$ cat src/rtl/uart_rx_frame.sv
// uart_rx_frame: serial-to-parallel UART receiver, 8 data bits LSB first,
// one start bit and one stop bit. Each bit is timed with a per-bit cycle
// counter and decided by a 3-sample majority vote around mid-bit.
// Optional feature macro: UART_PARITY_EN adds a parity bit (sense set by
// PARITY_ODD) between the data bits and the stop bit, plus the parity_err port.
module uart_rx_frame #(
  parameter int BPS_MAX    = 5208,  // clk cycles per bit, minimum 4
  parameter int PARITY_ODD = 0      // 0 = even parity, 1 = odd parity
) (
  input  logic       clk,
  input  logic       rst,
  input  logic       rx,
  output logic [7:0] rx_data,
  output logic       rx_ready,
  output logic       frame_err,
`ifdef UART_PARITY_EN
  output logic       parity_err,
`endif
  output logic       busy
);

  localparam int CW  = (BPS_MAX > 1) ? $clog2(BPS_MAX) : 1;
  localparam int MID = BPS_MAX / 2;

  // Counter values at which the three votes are taken and the bit ends.
  localparam logic [CW-1:0] CNT_LAST = CW'(BPS_MAX - 1);
  localparam logic [CW-1:0] CNT_S0   = CW'(MID - 1);
  localparam logic [CW-1:0] CNT_S1   = CW'(MID);
  localparam logic [CW-1:0] CNT_DEC  = CW'(MID + 1);

`ifdef UART_PARITY_EN
  localparam logic PAR_SENSE = 1'(PARITY_ODD);
`endif

  // Reject parameter values the bit timing cannot support.
  if (BPS_MAX < 4 || PARITY_ODD < 0 || PARITY_ODD > 1) begin : g_param_chk
    $error("uart_rx_frame: BPS_MAX must be >= 4 and PARITY_ODD must be 0 or 1");
  end

  typedef enum logic [2:0] {
    IDLE,
    START,
    DATA,
`ifdef UART_PARITY_EN
    PARITY,
`endif
    STOP
  } state_t;

  state_t          state_reg;
  logic [2:0]      sync_reg;     // [0],[1]: synchroniser, [2]: rx_s one cycle ago
  logic [CW-1:0]   bps_cnt_reg;
  logic [2:0]      bit_idx_reg;
  logic [1:0]      samp_reg;     // votes taken at MID-1 and MID
  logic [7:0]      shift_reg;
`ifdef UART_PARITY_EN
  logic            par_bit_reg;
`endif

  logic rx_s;
  logic rx_prev;
  logic fall;
  logic maj;

  assign rx_s    = sync_reg[1];
  assign rx_prev = sync_reg[2];
  assign fall    = rx_prev & ~rx_s;

  // Third vote is the live synchronised sample at the decision cycle.
  assign maj = (samp_reg[0] & samp_reg[1]) |
               (samp_reg[0] & rx_s)        |
               (samp_reg[1] & rx_s);

  // Bring rx into the clock domain; all stages reset to the idle-high level.
  always_ff @(posedge clk or negedge rst) begin
    if (!rst) begin
      sync_reg <= 3'b111;
    end else begin
      sync_reg <= {sync_reg[1:0], rx};
    end
  end

  // Frame state machine: bit timing, vote capture, shifting and result pulses.
  always_ff @(posedge clk or negedge rst) begin
    if (!rst) begin
      state_reg   <= IDLE;
      bps_cnt_reg <= '0;
      bit_idx_reg <= '0;
      samp_reg    <= '0;
      shift_reg   <= '0;
      rx_data     <= '0;
      rx_ready    <= 1'b0;
      frame_err   <= 1'b0;
      busy        <= 1'b0;
`ifdef UART_PARITY_EN
      par_bit_reg <= 1'b0;
      parity_err  <= 1'b0;
`endif
    end else begin
      // Result flags are single-cycle pulses.
      rx_ready  <= 1'b0;
      frame_err <= 1'b0;
`ifdef UART_PARITY_EN
      parity_err <= 1'b0;
`endif
      if (state_reg == IDLE) begin
        bps_cnt_reg <= '0;
        // Only a genuine 1->0 transition starts a frame; a held-low line does not.
        if (fall) begin
          state_reg <= START;
          busy      <= 1'b1;
        end
      end else begin
        bps_cnt_reg <= (bps_cnt_reg == CNT_LAST) ? '0 : bps_cnt_reg + 1'b1;

        if (bps_cnt_reg == CNT_S0) samp_reg[0] <= rx_s;
        if (bps_cnt_reg == CNT_S1) samp_reg[1] <= rx_s;

        // Bit boundary: advance to the next bit of the frame.
        if (bps_cnt_reg == CNT_LAST) begin
          case (state_reg)
            START: begin
              state_reg   <= DATA;
              bit_idx_reg <= '0;
            end
            DATA: begin
              if (bit_idx_reg == 3'd7) begin
`ifdef UART_PARITY_EN
                state_reg <= PARITY;
`else
                state_reg <= STOP;
`endif
              end else begin
                bit_idx_reg <= bit_idx_reg + 3'd1;
              end
            end
`ifdef UART_PARITY_EN
            PARITY:  state_reg <= STOP;
`endif
            default: ;
          endcase
        end

        // Decision cycle. Placed after the boundary logic so that, at the
        // smallest BPS_MAX where both coincide, a false start still wins.
        if (bps_cnt_reg == CNT_DEC) begin
          case (state_reg)
            START: begin
              if (maj) begin
                state_reg <= IDLE;
                busy      <= 1'b0;
              end
            end
            DATA: shift_reg[bit_idx_reg] <= maj;
`ifdef UART_PARITY_EN
            PARITY: par_bit_reg <= maj;
`endif
            STOP: begin
              if (!maj) begin
                frame_err <= 1'b1;
`ifdef UART_PARITY_EN
              end else if ((^shift_reg ^ par_bit_reg) != PAR_SENSE) begin
                parity_err <= 1'b1;
`endif
              end else begin
                rx_data  <= shift_reg;
                rx_ready <= 1'b1;
              end
              // Leave half a stop bit early so a following start edge is seen.
              state_reg <= IDLE;
              busy      <= 1'b0;
            end
            default: ;
          endcase
        end
      end
    end
  end

endmodule

$ cat config.mk
export PLATFORM = sky130hd
export DESIGN_NAME = uart_rx_frame
export DESIGN_NICKNAME = d
export VERILOG_FILES = /design/src/rtl/uart_rx_frame.sv
export SDC_FILE = /design/constraint.sdc
export NUM_CORES = 1
export LEC_CHECK = 0
export ABC_CLOCK_PERIOD_IN_PS = 2300
export CAP_MARGIN = 10
export CORE_ASPECT_RATIO = 1.25
export CORE_UTILIZATION = 40
export CTS_BUF_LIST = sky130_fd_sc_hd__clkbuf_2 sky130_fd_sc_hd__clkbuf_4 sky130_fd_sc_hd__clkbuf_8
export DETAILED_ROUTE_END_ITERATION = 12
export PLACE_DENSITY = 0.63
export SYNTH_ARGS = -nofsm -noshare
export SYNTH_HDL_FRONTEND = slang
export SYNTH_SLANG_ARGS = --single-unit
$ cat constraint.sdc
create_clock -name clk -period 2.3 [get_ports clk]
set_input_delay 0.46 -clock clk [delete_from_list [all_inputs] [get_ports clk]]
set_output_delay 0.46 -clock clk [all_outputs]
set_load 0.005 [all_outputs]
==> results_dict.tcl <==
set metrics [dict create \
    synth_compound_area_share_pct 2.76 \
    cts_tree "yes" \
    die_y_um 81.9 \
    cts_buffer_depth 2 \
    startpoint "bps_cnt_reg[4]$_DFF_PN0_" \
    rows 28 \
    ctsResizeCount 0 \
    io_pins 14 \
    grt_pass1_wl_um 6350 \
    clk_pin_slew_ps 80 \
    h-tree-depth 2 \
    hold_class "in2async" \
    fillCellCount 454 \
    slew_headroom_pct 67.6 \
    drc 0 \
    fin_skew_ps 8.15 \
    synth_top_family_by_area "simple AND/OR/NAND/NOR gates" \
    ys_async_sr_fraction_pct 100 \
    gp_congestion 0.847 \
    synth_mux_area_share_pct 10.9 \
    ant_nets 0 \
    maxCapViolations 0 \
    synth-edff-count 0 \
    postCtsHoldBufs 0 \
    synth_top_area_cell "dfrtp_1" \
    drive_above_1_share_pct 21.7 \
    antenna_found_initial 0 \
    synth_common_cells "40 x dfrtp_1, 25 x nor2_1, 17 x mux2_2" \
    p_leak_nw 1.06 \
    fin_crit_sh_pct 96.0 \
    rr_worst_depth 4 \
    drt_iter0_drc 62 \
    rr_startpoint "bps_cnt_reg[4]$_DFF_PN0_" \
    path_max_fanout 4 \
    synth_seq_cells 43 \
    viasPerCell 5.27 \
    finalHoldViolCount 0 \
    synth_warnings 0 \
    rsz0062_at_grt "no" \
    hpwlAfterDp_um 2750 \
    grt_overflow 0 \
    grt_pass1_vias 1352 \
    critPathLaunchType "flop" \
    final_area_um2 2400 \
    crit_required_ps 2490 \
    synth_most_common_cell "dfrtp_1" \
    initial_core_util_pct 42.2 \
    worstMarginPinSlew_ps 480 \
    wl_per_cell_um 13.8 \
    r2r-end "shift_reg[6]$_DFFE_PN0P_" \
    synth_area_leaders "dfrtp_1 49%, mux2_2 9.4%, nor2_1 4.6%, dfstp_2 3.9%, xnor2_1 3.9%" \
    cts_buffers 5 \
    finalMaxSlewViolations 0 \
    grt_util_all_layers_pct 16.0 \
    postSynthAreaPerCell_um2 11.0 \
    period_needed_ps 2210 \
    fmax_ghz 0.453 \
    grt_max_degree 22 \
    insertion_delay_ps 300 \
    synthDistinctLibCells 37 \
    utilization_pct 49.6 \
    syn_to_final_growth_pct 17.4 \
    synth_nets 193 \
    tns_ps 0 \
    post-cts-setup-buffer-count 0 \
    clkSinkCount 43 \
    synthAdderAreaFrac_pct 3.56 \
    synth-main-ff-cell "dfrtp_1" \
    ys_seq_area_share_pct 52.9 \
    syn_inst 185 \
    crit_path_end_kind "flop" \
    rrSetupSlack_ps 90 \
    antenna_cells 0 \
    dr_total_vias 1406 \
    portBuffers 13 \
    die_w_um 65.9 \
    critPathArrivalTime_ps 2400 \
    placed_cell_area_um2 2280 \
    drt-total-wl_um 3690 \
    synth-simple-area-share_pct 21.8 \
    synth_top_area_share_pct 49.0 \
    die-area_um2 5390 \
    setup_viol 0 \
    netlist_area_um2 2040 \
    critPathKind "reg2reg" \
    core_area_um2 4830 \
    max-vdd-ir-drop_mv 0.426 \
    cts_root_buf "clkbuf_8" \
    power_mw 1.70 \
    largest_reg_flops 13 \
    synthXorXnorAreaFrac_pct 4.72 \
    num-nets-final 214 \
    first_pass_iters 4 \
    status "finished, final reports clean" \
    powerDensity_nw_per_um2 709 \
]
==> worst max-delay path, cell delays in order, from the launching register on <==
cell	delay (ps)
dfrtp_1	390
or4b_4	560
or4_4	530
nor4_2	290
mux2_1	340
==> power breakdown <==
group | switching, mW | internal [mW]
Clock | 0.255 | 0.351
Sequential | 0.0715 | 0.808
Combinational | 0.118 | 0.0956
Total | 0.445 | 1.25
==> stage by stage <==
stage,setup slack (ps),hold slack (ps),std cells
final,91.0,100,267
after global placement,131,346,259
after floorplan,104,164,185
after global routing,28.2,125,267
after CTS,80.1,107,267
after detailed placement,85.5,347,259
==> kinds of logic (layout without fill, tap and decap cells) <==
family,after synthesis,after routing
multiplexers,20,20
buffers and inverters,18,40
XOR/XNOR,11,11
AND/OR/NAND/NOR,77,77
AO/OA/AOI/OAI,10,10
adder cells (fa/ha/maj),6,6
flip-flops,43,43
==> placed cells by master (no fill, tap or decap), types with 2 or more instances in the layout <==
master and count:
o21ai_0 4, clkdlybuf4s50_1 12, nor4_2 2, ha_1 5, nor2_1 25, a21oi_1 4, nor4_1 4, nand4b_1 4
nand3_1 8, clkbuf_8 6, dfstp_2 3, inv_1 10, buf_4 9, nand4_1 7, xor2_1 2, xnor2_1 9
nand2_1 9, mux2_2 17, mux2i_1 2, nor3_1 3, dfrtp_1 40, nor4bb_1 3
==> routing by layer <==
metal | share of wire [%] | global-route usage, % | vias to the layer above | wire, um
met5 | 0 | 0 | - | 0
met4 | 1.9 | 7.17 | 0 | 72
met3 | 3.0 | 3.75 | 8 | 110
met2 | 53 | 27.2 | 20 | 1960
met1 | 42 | 19.0 | 695 | 1550
li1 | - | - | 683 | -
==> cell type report <==
| cell class | instances | area, um^2 | share of cell area, % |
|---|---|---|---|
| flip-flops and latches | 43 | 1080 | 45.1 |
| multi-input cells | 124 | 893 | 37.3 |
| repair buffers | 22 | 193 | 8.04 |
| clock buffers | 6 | 82.6 | 3.45 |
| well taps | 60 | 75.1 | 3.13 |
| inverters | 10 | 37.5 | 1.57 |
| clock inverters | 2 | 35.0 | 1.46 |
==> how the worst max path moves through the flow <==
| stage | to | cells after the start |
|---|---|---|
| finish | shift_reg[6]$_DFFE_PN0P_ | 4 |
| global route | rx_data[5]$_DFFE_PN0P_ | 4 |
| CTS | rx_data[2]$_DFFE_PN0P_ | 4 |
| detailed placement | shift_reg[6]$_DFFE_PN0P_ | 4 |
| global placement | shift_reg[6]$_DFFE_PN0P_ | 4 |
| floorplan | shift_reg[6]$_DFFE_PN0P_ | 4 |
Power figures use the tool's default switching activity.
